$ cat src/rtl/lsu_mem_port_if.sv
// lsu_mem_port_if: word-addressed, byte-masked data-memory request bus.
//   mem_addr  12-bit word index       req     request, held until valid
//   wr_en     write enable            mask    byte-lane enables
//   w_data    lane-replicated data    r_data  read word from memory
//   valid     one-cycle response from memory
// master = load/store unit, slave = memory.
interface lsu_mem_port_if;
  logic [11:0] mem_addr;
  logic        req;
  logic        wr_en;
  logic [3:0]  mask;
  logic [31:0] w_data;
  logic [31:0] r_data;
  logic        valid;

  modport master (
    output mem_addr, req, wr_en, mask, w_data,
    input  r_data, valid
  );

  modport slave (
    input  mem_addr, req, wr_en, mask, w_data,
    output r_data, valid
  );
endinterface

$ cat src/rtl/lsu_mem_port.sv
// lsu_mem_port: RV32I load/store initiator. Takes one command at a time from
// execute, turns byte-granular LB/LH/LW/LBU/LHU/SB/SH/SW into a word-indexed,
// byte-masked memory request, holds it until the memory answers, and returns
// extended load data or an error.
// Ports:
//   clk, rst_n                  clock, asynchronous active-low reset
//   start, is_store, funct3     command strobe and kind (sampled in IDLE)
//   addr, store_data            byte address ([13:2] = word index), store value
//   busy, done, err, load_data  status and result back to the pipeline
//   mem                         memory request bus (master side)
module lsu_mem_port #(
  parameter int unsigned TIMEOUT = 16
) (
  input  logic                  clk,
  input  logic                  rst_n,
  input  logic                  start,
  input  logic                  is_store,
  input  logic [2:0]            funct3,
  input  logic [31:0]           addr,
  input  logic [31:0]           store_data,
  output logic                  busy,
  output logic                  done,
  output logic                  err,
  output logic [31:0]           load_data,
  lsu_mem_port_if.master        mem
);

  localparam int unsigned CW = $clog2(TIMEOUT + 1);

  typedef enum logic [1:0] {S_IDLE, S_ACCESS, S_RESP} state_e;

  state_e        state_q, state_d;
  logic [CW-1:0] cnt_q, cnt_d;
  logic          busy_q, busy_d;
  logic          done_q, done_d;
  logic          err_q, err_d;
  logic [31:0]   load_data_q, load_data_d;
  logic [11:0]   mem_addr_q, mem_addr_d;
  logic          req_q, req_d;
  logic          wr_en_q, wr_en_d;
  logic [3:0]    mask_q, mask_d;
  logic [31:0]   w_data_q, w_data_d;
  // Latched command fields needed to extract the load result on `valid`.
  logic          st_q, st_d;
  logic [2:0]    f3_q, f3_d;
  logic [1:0]    off_q, off_d;

  // Address bits above the 16 KiB window are deliberately ignored.
  logic unused_addr_hi;
  assign unused_addr_hi = ^addr[31:14];

  // Decode of the incoming command.
  logic        legal, aligned;
  logic [3:0]  mask_new;
  logic [31:0] w_data_new;

  // NOTE: every combinational output gets a default first, so no path through
  // the block leaves it unassigned and no latch is inferred.
  always_comb begin
    legal      = is_store ? (funct3 inside {3'd0, 3'd1, 3'd2})
                          : (funct3 inside {3'd0, 3'd1, 3'd2, 3'd4, 3'd5});
    aligned    = 1'b1;
    mask_new   = 4'hF;
    w_data_new = store_data;
    case (funct3[1:0])
      2'd0: begin
        mask_new   = 4'b0001 << addr[1:0];
        w_data_new = {4{store_data[7:0]}};
      end
      2'd1: begin
        aligned    = ~addr[0];
        mask_new   = addr[1] ? 4'b1100 : 4'b0011;
        w_data_new = {2{store_data[15:0]}};
      end
      default: aligned = (addr[1:0] == 2'b00);
    endcase
  end

  // Shift the addressed lane down to bit 0, then extend by width/sign.
  logic [31:0] lane;
  logic [31:0] ext_data;

  always_comb begin
    lane = mem.r_data >> {off_q, 3'b000};
    case (f3_q)
      3'd0:    ext_data = {{24{lane[7]}},  lane[7:0]};
      3'd1:    ext_data = {{16{lane[15]}}, lane[15:0]};
      3'd4:    ext_data = {24'd0, lane[7:0]};
      3'd5:    ext_data = {16'd0, lane[15:0]};
      default: ext_data = mem.r_data;
    endcase
  end

  always_comb begin
    state_d     = state_q;
    cnt_d       = cnt_q;
    busy_d      = busy_q;
    done_d      = 1'b0;
    err_d       = err_q;
    load_data_d = load_data_q;
    mem_addr_d  = mem_addr_q;
    req_d       = req_q;
    wr_en_d     = wr_en_q;
    mask_d      = mask_q;
    w_data_d    = w_data_q;
    st_d        = st_q;
    f3_d        = f3_q;
    off_d       = off_q;

    unique case (state_q)
      S_IDLE: begin
        busy_d = 1'b0;
        err_d  = 1'b0;
        if (start) begin
          busy_d = 1'b1;
          cnt_d  = '0;
          st_d   = is_store;
          f3_d   = funct3;
          off_d  = addr[1:0];
          if (legal && aligned) begin
            mem_addr_d = addr[13:2];
            req_d      = 1'b1;
            wr_en_d    = is_store;
            mask_d     = mask_new;
            w_data_d   = w_data_new;
            state_d    = S_ACCESS;
          end else begin
            // Rejected before touching memory: report straight away.
            done_d  = 1'b1;
            err_d   = 1'b1;
            state_d = S_RESP;
          end
        end
      end

      S_ACCESS: begin
        cnt_d = cnt_q + CW'(1);
        // A response on the same edge the counter expires still counts.
        if (mem.valid) begin
          if (!st_q) load_data_d = ext_data;
          req_d   = 1'b0;
          wr_en_d = 1'b0;
          done_d  = 1'b1;
          err_d   = 1'b0;
          cnt_d   = '0;
          state_d = S_RESP;
        end else if (cnt_d == CW'(TIMEOUT)) begin
          req_d   = 1'b0;
          wr_en_d = 1'b0;
          done_d  = 1'b1;
          err_d   = 1'b1;
          cnt_d   = '0;
          state_d = S_RESP;
        end
      end

      S_RESP: begin
        busy_d  = 1'b0;
        err_d   = 1'b0;
        state_d = S_IDLE;
      end

      default: begin
        busy_d  = 1'b0;
        req_d   = 1'b0;
        wr_en_d = 1'b0;
        state_d = S_IDLE;
      end
    endcase
  end

  // NOTE: state is updated with non-blocking assignments only, so every flop
  // samples the pre-edge value of its inputs regardless of statement order.
  always_ff @(posedge clk or negedge rst_n) begin
    if (!rst_n) begin
      state_q     <= S_IDLE;
      cnt_q       <= '0;
      busy_q      <= 1'b0;
      done_q      <= 1'b0;
      err_q       <= 1'b0;
      load_data_q <= '0;
      mem_addr_q  <= '0;
      req_q       <= 1'b0;
      wr_en_q     <= 1'b0;
      mask_q      <= '0;
      w_data_q    <= '0;
      st_q        <= 1'b0;
      f3_q        <= '0;
      off_q       <= '0;
    end else begin
      state_q     <= state_d;
      cnt_q       <= cnt_d;
      busy_q      <= busy_d;
      done_q      <= done_d;
      err_q       <= err_d;
      load_data_q <= load_data_d;
      mem_addr_q  <= mem_addr_d;
      req_q       <= req_d;
      wr_en_q     <= wr_en_d;
      mask_q      <= mask_d;
      w_data_q    <= w_data_d;
      st_q        <= st_d;
      f3_q        <= f3_d;
      off_q       <= off_d;
    end
  end

  assign busy         = busy_q;
  assign done         = done_q;
  assign err          = err_q;
  assign load_data    = load_data_q;
  assign mem.mem_addr = mem_addr_q;
  assign mem.req      = req_q;
  assign mem.wr_en    = wr_en_q;
  assign mem.mask     = mask_q;
  assign mem.w_data   = w_data_q;

endmodule

$ cat src/flat_wrapper.sv
// flat-port wrapper written by rule: the top's interface ports become plain ports
module lsu_mem_port_flat 
#(
  parameter int unsigned TIMEOUT = 16
)
  (clk, rst_n, start, is_store, funct3, addr, store_data, busy, done, err, load_data, mem_mem_addr, mem_req, mem_wr_en, mem_mask, mem_w_data, mem_r_data, mem_valid);
  lsu_mem_port_if mem_i ();
  input  logic clk;
  input  logic rst_n;
  input  logic start;
  input  logic is_store;
  input  logic [2:0] funct3;
  input  logic [31:0] addr;
  input  logic [31:0] store_data;
  output logic busy;
  output logic done;
  output logic err;
  output logic [31:0] load_data;
  output wire logic [$bits(mem_i.mem_addr)-1:0] mem_mem_addr;
  output wire logic [$bits(mem_i.req)-1:0] mem_req;
  output wire logic [$bits(mem_i.wr_en)-1:0] mem_wr_en;
  output wire logic [$bits(mem_i.mask)-1:0] mem_mask;
  output wire logic [$bits(mem_i.w_data)-1:0] mem_w_data;
  input wire logic [$bits(mem_i.r_data)-1:0] mem_r_data;
  input wire logic [$bits(mem_i.valid)-1:0] mem_valid;
  assign mem_mem_addr = mem_i.mem_addr;
  assign mem_req = mem_i.req;
  assign mem_wr_en = mem_i.wr_en;
  assign mem_mask = mem_i.mask;
  assign mem_w_data = mem_i.w_data;
  assign mem_i.r_data = mem_r_data;
  assign mem_i.valid = mem_valid;
  lsu_mem_port #(.TIMEOUT(TIMEOUT)) u_core (.clk(clk), .rst_n(rst_n), .start(start), .is_store(is_store), .funct3(funct3), .addr(addr), .store_data(store_data), .busy(busy), .done(done), .err(err), .load_data(load_data), .mem(mem_i));
endmodule
$ cat config.mk
export PLATFORM = sky130hd
export DESIGN_NAME = lsu_mem_port_flat
export DESIGN_NICKNAME = d
export VERILOG_FILES = /design/src/rtl/lsu_mem_port_if.sv /design/src/rtl/lsu_mem_port.sv /design/src/flat_wrapper.sv
export SDC_FILE = /design/constraint.sdc
export NUM_CORES = 1
export LEC_CHECK = 0
export CORE_AREA = 10 10 121 123
export DETAILED_ROUTE_END_ITERATION = 16
export DIE_AREA = 0 0 131 133
export PLACE_DENSITY = 0.76
export SKIP_LAST_GASP = 1
export SLEW_MARGIN = 20
export SYNTH_ARGS = -nofsm -noshare
export SYNTH_HDL_FRONTEND = slang
export SYNTH_SLANG_ARGS = --single-unit
$ cat constraint.sdc
create_clock -name clk -period 1.72 [get_ports clk]
set_input_delay 0.43 -clock clk [delete_from_list [all_inputs] [get_ports clk]]
set_output_delay 0.43 -clock clk [all_outputs]
set_load 0.01 [all_outputs]
==> results of run 1 <==
[logic make-up (layout without fill, tap and decap cells)]
kind of cell	count (synthesis)	after routing	share of synthesized area
AND/OR/NAND/NOR	165	165	0.151
AO/OA/AOI/OAI	119	119	0.149
flip-flops	98	98	0.514
multiplexers	60	60	0.138
buffers and inverters	37	251	0.0349
adder cells (fa/ha/maj)	5	5	0.0131
other	0	1	0
[sequential cells by signal, indices dropped and copies added (netlist names), 2 cells and up]
signal               count
u_core.load_data        32
u_core.mem.mask          4
u_core.mem.w_data       32
u_core.state_q           2
u_core.mem.mem_addr     12
u_core.cnt_q             5
u_core.f3_q              3
u_core.off_q             2
[metrics by stage]
step                TNS, ns  hold WS, ns
finish              -0.0218      0.00797
global route         -0.385       0.0299
CTS                 -0.0177      0.00630
detailed placement   -33.59        0.384
global placement     -31.34        0.385
floorplan             -1.16        0.134
[repair_timing]
item,4_1_cts,5_1_grt
setup buffers,2,3
cloned,2,4
pin swaps,3,4
resized for setup,33,79
endpoints found under the setup margin,84,115
[worst paths after layout]
path / start / endpoint / slack (ns) / cells after the start
max in group asynchronous: rst_n / u_core.mem.w_data[22] / 1.14 / 2
min reg2reg: u_core.mem.w_data[29] / u_core.mem.w_data[29] / 0.48 / 2
min in group clk: mem_r_data[31] / u_core.load_data[31] / 0.45 / 3
max: u_core.off_q[0] / u_core.load_data[24] / -0.01 / 5
max reg2reg: u_core.off_q[0] / u_core.load_data[24] / -0.01 / 5
min: rst_n / u_core.load_data[1] / 0.008 / 1
[report_power, final]
group	total (mW)	switching (mW)	internal, mW
Combinational	5.43	2.54	2.89
Sequential	4.00	0.661	3.34
Clock	1.93	0.909	1.02
Total	11.4	4.11	7.25
[routing by layer]
| metal | vias to the layer above | track usage | part of all wire |
|---|---|---|---|
| met1 | 2103 | 0.217 | 0.40 |
| li1 | 2133 | - | - |
| met4 | 2 | 0.0618 | 0.016 |
| met5 | - | 0 | 0.00079 |
| met3 | 23 | 0.0911 | 0.12 |
| met2 | 202 | 0.269 | 0.46 |
[layout by cell type, fill, tap and decap left out, types with 2 or more instances in the layout]
master,synthesis,final
clkdlybuf4s50_1,0,105
dfrtp_1,98,95
nand2_1,76,75
dlymetal6s2s_1,0,42
buf_4,1,42
o21ai_0,51,38
nor2_1,35,35
mux2i_1,34,34
a21oi_1,30,30
mux2_2,21,21
dlygate4sd2_1,0,19
nand3_1,34,18
nand3_2,1,16
o21ai_1,0,13
clkbuf_16,0,12
a22oi_1,10,10
o22ai_1,8,8
buf_6,2,8
nand2b_1,6,6
nor3b_1,5,5
inv_1,5,4
nor2b_1,5,4
mux2_4,4,4
buf_12,0,4
o221ai_1,3,3
ha_1,5,3
clkbuf_2,0,3
dfrtp_2,0,3
o31ai_1,2,2
o21bai_1,2,2
clkinv_2,0,2
clkinv_4,0,2
clkinvlp_4,0,2
buf_16,0,2
[worst max-delay path, delay by kind of cell (launching register included)]
kind | cells | cell delay (ns)
flops | 1 | 0.41
buf+inv | 1 | 0.22
simple gates | 2 | 0.17
mux | 1 | 0.53
compound gates | 1 | 0.29
[final cells by class]
type / instances / share of cell area
antenna: 1 / 0.000327
clock inverter: 6 / 0.00556
timing repair buffer: 230 / 0.313
inverter: 5 / 0.00245
clock buffer: 10 / 0.0312
sequential: 98 / 0.321
multi-input combinational: 349 / 0.298
tap: 172 / 0.0281
==> results by group, run 1 <==
Status
  • Status: finished, violations left
  • Failing checks: setup timing

Logic synthesis
  • Sequential cell area fraction in the yosys report: 0.514
  • Async set-or-reset flop fraction in the synthesized netlist: 1.00
  • Syn Inst Count: around 480
  • FF+latch count, synth: 98
  • Mapped cell area: approximately 4800 sq um
  • Cell taking the most area after synthesis: dfrtp_1
  • Yosys warns: 0
  • Most common flop cell mapped by yosys: dfrtp_1
  • Share of the synthesized area in the top cell type: 0.514
  • Largest cells by area after synthesis: dfrtp_1, mux2i_1, nand2_1, o21ai_0, mux2_2
  • Synth cell types: 41
  • Commonest cells in the netlist: dfrtp_1, nand2_1, o21ai_0
  • Post-synthesis net count: ~600
  • Syn avg cell area: around 9.9 sq um
  • Number of synthesized flops with an enable pin: 0
  • Most instantiated library cell after synthesis: dfrtp_1

Finish
  • Layout cell share with drive strength beyond 1: 0.193
  • Final core utilization: 0.619
  • Fin area: 7650 sq um
  • Fin cells: ~870
  • Fillers: 989
  • # nets final: 802
  • Area taken by flip-flops and latches: ~2500 sq um
  • Multi-input gate area: around 2300 sq um
  • Syn-to-layout area delta: 60.3%

Routing
  • Total Wirelength: about 17000 um
  • Post-route antenna net violation count: 0
  • Vias per Instance: roughly 5.1
  • DR DRC count: 0
  • DR WL/cell: 19.0 um
  • Router iterations before antenna repair: 4
  • Starting DRC count in detailed routing: 240
  • Total number of vias: 4463

Critical path
  • Slowest CP cell: mux4_2
  • Crit path DAT: slightly below 2 ns
  • Crit-path max FO: 8
  • CP startpoint kind: flop
  • Crit path cell chain: mux4_2 > nand2b_1 > a2111o_1 > clkbuf_16 > nand3_2
  • Kind of critical path: reg2reg
  • CP Data Required Time: a little under 2 ns
  • Critical Path Sink Type: flop
  • Slowest stage delay, CP: 0.53 ns

Clock network
  • Root Buffer: clkbuf_16
  • H-tree depth: 3
  • CTS tree: done
  • Sink Count: 98
  • Hold-fix buffers, CTS: 0
  • CTS Buf Count: 9
  • Clk buf depth: 2
  • Clk_lat worst skew: ~0.35 ns
  • Worst-path clk slew: about 0.07 ns

Pwr
  • Final Power: between 10 and 15 mW
  • Pwr dens: between 1000 and 1500 nW/um^2
  • Static Leakage: between 3 and 4 nW
  • Max rail drop VDD: 0.996 mV

STA
  • Normalized max-slew margin: 0.669
  • Tmin final: around 1.7 ns
  • Slew Viols, Final: 0
  • Final worst setup slack: -0.0103 ns
  • Clock skew: 0.00485 ns
  • Fmax: between 0.5 and 0.6 GHz
  • RSZ-0062 raised after global routing: true
  • Worst-Margin Slew: approximately 0.50 ns
  • Period utilisation layout: 1.01
  • Setup violators final: 3
  • Final hold vios: 0

Global routing
  • Largest net degree at the start of global routing: 45
  • Vias in the first global route: between 4000 and 5000
  • Initial antenna violation count: 2
  • Total gr overflow: 0
  • First-pass GRT wire length: 24800 um
  • GRT Total Usage: 0.180

Die
  • Top-Level Pins: ~190
  • Core Area: ~12000 sq um
  • Die Y: between 100 and 150 um
  • Die area: 17400 sq um
  • Chip width: roughly 130 um
  • Initial core utilization: 0.386
  • Core Rows: 41

Placement
  • Port Buffers: 170
  • DP Cell Count: between 800 and 900
  • HPWL after DPL: between 10000 and 15000 um
  • Placed instance area: 7030 sq um
  • GP Congestion: between 0.9 and 1
  • Setup WS pre-CTS: -0.546 ns

Flow run
  • Max_cap viols: 0

Worst hold path
  • Worst Hold Class: in2async
Power figures use the tool's default switching activity.
==> run 2: changes to the inputs <==
--- a/config.mk
+++ b/config.mk
@@ -5,9 +5,10 @@
 export SDC_FILE = /design/constraint.sdc
 export NUM_CORES = 1
 export LEC_CHECK = 0
-export CORE_AREA = 10 10 121 123
+export ABC_AREA = 1
+export CORE_AREA = 10 10 123 125
 export DETAILED_ROUTE_END_ITERATION = 16
-export DIE_AREA = 0 0 131 133
+export DIE_AREA = 0 0 133 135
 export PLACE_DENSITY = 0.76
 export SKIP_LAST_GASP = 1
 export SLEW_MARGIN = 20
==> run 2 against run 1 <==
The flow now finishes without violations. Die area increased by 3.1%. Combinational power rose by 5.3%. Clock-buffer cell count is 1 higher. Design area increased by 0.54%. Core utilization down 0.68 points. Clock skew is 0.0011 ns higher. Highest routed layer is now met4.
==> results by group, run 2 <==
Die
  • Top-Level Pins: 189 (unchanged)
  • Chip width: 133 um (was 131 um)
  • Core Area: 12600 sq um (was 12400 sq um)
  • Die Y: 135 um (was 133 um)
  • Core Rows: 41 (unchanged)
  • Die area: 18000 sq um (was 17400 sq um)
  • Initial core utilization: 0.396 (was 0.386)

Routing
  • Total number of vias: 5065 (was 4463)
  • Top layer in use: met4 (was met5)
  • Router iterations before antenna repair: 5 (was 4)
  • DR WL/cell: 16.0 um (was 19.0 um)
  • Routed length on met2: 7610 um (was 7520 um)
  • Post-route antenna net violation count: 0 (unchanged)
  • DR DRC count: 0 (unchanged)
  • Metal3 WL: 1650 um (was 2030 um)
  • M1 WL: 6900 um (was 6680 um)
  • Starting DRC count in detailed routing: 362 (was 240)
  • Total Wirelength: 16400 um (was 16500 um)
  • Vias per Instance: 4.94 (was 5.12)

Global routing
  • Vias in the first global route: 4966 (was 4687)
  • GRT Total Usage: 0.173 (was 0.180)
  • Initial antenna violation count: 0 (was 2)
  • Total gr overflow: 0 (unchanged)
  • First-pass GRT wire length: 25300 um (was 24800 um)
  • Largest net degree at the start of global routing: 49 (was 45)

Logic synthesis
  • Largest cells by area after synthesis: dfrtp_1, nand2_1, o21ai_0, nor2_1, inv_1 (was dfrtp_1, mux2i_1, nand2_1, o21ai_0, mux2_2)
  • Cell taking the most area after synthesis: dfrtp_1 (unchanged)
  • Syn Inst Count: 651 (was 484)
  • Post-synthesis net count: 760 (was 593)
  • Synth cell types: 30 (was 41)
  • Commonest cells in the netlist: nand2_1, dfrtp_1, nor2_1 (was dfrtp_1, nand2_1, o21ai_0)
  • Yosys warns: 0 (unchanged)
  • Async set-or-reset flop fraction in the synthesized netlist: 1.00 (unchanged)
  • FF+latch count, synth: 98 (unchanged)
  • Sequential cell area fraction in the yosys report: 0.493 (was 0.514)
  • Mapped cell area: 4970 sq um (was 4770 sq um)
  • Number of synthesized flops with an enable pin: 0 (unchanged)
  • Share of the synthesized area in the top cell type: 0.493 (was 0.514)
  • Syn avg cell area: 7.64 sq um (was 9.86 sq um)
  • Most common flop cell mapped by yosys: dfrtp_1 (unchanged)
  • Most instantiated library cell after synthesis: nand2_1 (was dfrtp_1)

Clock network
  • Worst-path clk slew: 0.07 ns (about the same)
  • CTS tree: done (unchanged)
  • Sink Count: 98 (unchanged)
  • CTS Buf Count: 9 (unchanged)
  • H-tree depth: 3 (unchanged)
  • Clk buf depth: 2 (unchanged)
  • Clk_lat worst skew: 0.34 ns (was 0.35 ns)
  • Root Buffer: clkbuf_16 (unchanged)

Critical path
  • CP Data Required Time: 1.29 ns (was 1.95 ns)
  • RR Endpoint: u_core.load_data[22] (was u_core.load_data[24])
  • Critical Path Sink Type: output pin (was flop)
  • Slowest stage delay, CP: 0.55 ns (was 0.53 ns)
  • Crit path DAT: 1.26 ns (was 1.96 ns)
  • RR Startpoint: u_core.state_q[1] (was u_core.off_q[0])
  • Crit path cell chain: clkdlybuf4s50_1 (was mux4_2 > nand2b_1 > a2111o_1 > clkbuf_16 > nand3_2)
  • Reg2Reg Setup Slack: 0.03 ns (was -0.01 ns)
  • CP startpoint kind: flop (unchanged)
  • Critical Path Sink: load_data[16] (was u_core.load_data[24])
  • Setup crit start: u_core.load_data[16] (was u_core.off_q[0])
  • Buf+Inv Stages, Crit Path: 1 (unchanged)
  • Reg2Reg Depth: 9 (was 5)
  • Instance count on the critical path: 1 (was 5)
  • Crit path max-delay family: buffers and inverters (was multiplexers)
  • Kind of critical path: reg2out (was reg2reg)
  • Slowest CP cell: clkdlybuf4s50_1 (was mux4_2)
  • Crit-path max FO: 2 (was 8)

STA
  • Worst hold margin: 0.473 ns (was 0.00797 ns)
  • Worst-Margin Slew: 0.439 ns (was 0.495 ns)
  • TNS Setup: 0 ns (was -0.0218 ns)
  • Slew Viols, Final: 0 (unchanged)
  • Fmax: 0.591 GHz (was 0.578 GHz)
  • Clock skew: 0.00597 ns (was 0.00485 ns)
  • Tmin final: 1.69 ns (was 1.73 ns)
  • Setup violators final: 0 (was 3)
  • Normalized max-slew margin: 0.706 (was 0.669)
  • Final worst setup slack: 0.0278 ns (was -0.0103 ns)
  • Period utilisation layout: 0.984 (was 1.01)
  • RSZ-0062 raised after global routing: true (unchanged)
  • Final hold vios: 0 (unchanged)

Worst hold path
  • Hold path cells: 2
  • Worst Hold Class: reg2reg (was in2async)

Placement
  • GP Congestion: 0.858 (was 0.932)
  • Port Buffers: 170 (unchanged)
  • Setup WS pre-CTS: -0.271 ns (was -0.546 ns)
  • HPWL after DPL: 12100 um (was 12000 um)

Finish
  • Inserted Diodes: 0 (was 1)
  • Most common cell after layout, fill and taps aside: nand2_1 (was clkdlybuf4s50_1)
  • Most frequent cells in the layout: nand2_1, clkdlybuf4s50_1, dfrtp_1 (was clkdlybuf4s50_1, dfrtp_1, nand2_1)
  • Syn-to-layout area delta: 54.6% (was 60.3%)
  • # nets final: 960 (was 802)
  • Layout cell share with drive strength beyond 1: 0.0984 (was 0.193)

Pwr
  • P_int: 7.54 mW (was 7.25 mW)
  • Sw Share: 0.365 (was 0.362)
  • Switching pwr: 4.34 mW (was 4.11 mW)
  • Share of power burned in the clock network: 0.181 (was 0.170)
  • Pwr dens: 1550 nW/um^2 (was 1490 nW/um^2)
  • Max rail drop VDD: 0.876 mV (was 0.996 mV)
  • Static Leakage: 4.04 nW (was 3.93 nW)
  • Sequential group share of total power: 0.338 (was 0.352)
  • Combinational share of power: 0.481 (was 0.478)
  • Final Power: 11.9 mW (was 11.4 mW)

Flow run
  • Max_cap viols: 0 (unchanged)

Status
  • Status: completed (was finished, violations left)
run 2: changes by cell type in the layout (fill, tap and decap cells not counted), moves of 16 or more:
cell	previous run	this run
nor2_1	35	63
inv_1	4	47
clkdlybuf4s50_1	105	124
mux2_2	21	0
nand3_2	16	0
nand2_1	75	235
mux2i_1	34	0
run 2: worst min-delay path by stage:
stage	start	endpoint
finish	u_core.mem.wr_en	u_core.mem.wr_en
global route	u_core.mem.wr_en	u_core.mem.wr_en
CTS	u_core.mem.wr_en	u_core.mem.wr_en
detailed placement	rst_n	u_core.load_data[13]
global placement	rst_n	u_core.cnt_q[4]
floorplan	rst_n	u_core.busy
run 2: cell type report:
cell class	count	area [sq um]
clock inverters	3	65.1
clock buffers	11	243
repair buffers	221	2340
multi-input cells	469	2170
flip-flops and latches	98	2450
fillers	1092	4880
well taps	172	215
inverters	52	200
run 2: power by group through the flow:
stage / Sequential [mW] / Combinational [mW] / Clock (mW)
final: 4.01 / 5.72 / 2.15
after global routing: 4.15 / 6.31 / 2.28
after CTS: 4.03 / 5.84 / 2.18
after detailed placement: 4.04 / 5.87 / 0
after global placement: 4.02 / 5.79 / 0
after floorplan: 4.38 / 2.34 / 0
run 2: cell families after synthesis:
kind of cell,synth area share
AO/OA/AOI/OAI,0.153
adder cells (fa/ha/maj),0.0126
buffers and inverters,0.0745
flip-flops,0.493
AND/OR/NAND/NOR,0.267
run 2: layer usage:
metal / up-vias / track usage
met5: - / 0
met4: 0 / 0.0513
met3: 20 / 0.0738
met2: 209 / 0.271
met1: 2356 / 0.213
li1: 2480 / -
run 2: what timing repair did:
item / 4_1_cts / 5_1_grt
gates resized for setup: 7 / 49
endpoints found under the hold margin: 20 / 0
hold buffers: 1 / 0
gates cloned: 0 / 3
pin swaps: 0 / 2
setup buffers: 0 / 2
endpoints found under the setup margin: 10 / 107
run 2: metrics by stage:
step	util	area, sq um	instances
final	0.612	7690	1026
after global routing	0.612	7690	1026
after CTS	0.594	7460	1021
after detailed placement	0.569	7150	1006
after global placement	0.569	7150	1006
after floorplan	-	4970	651
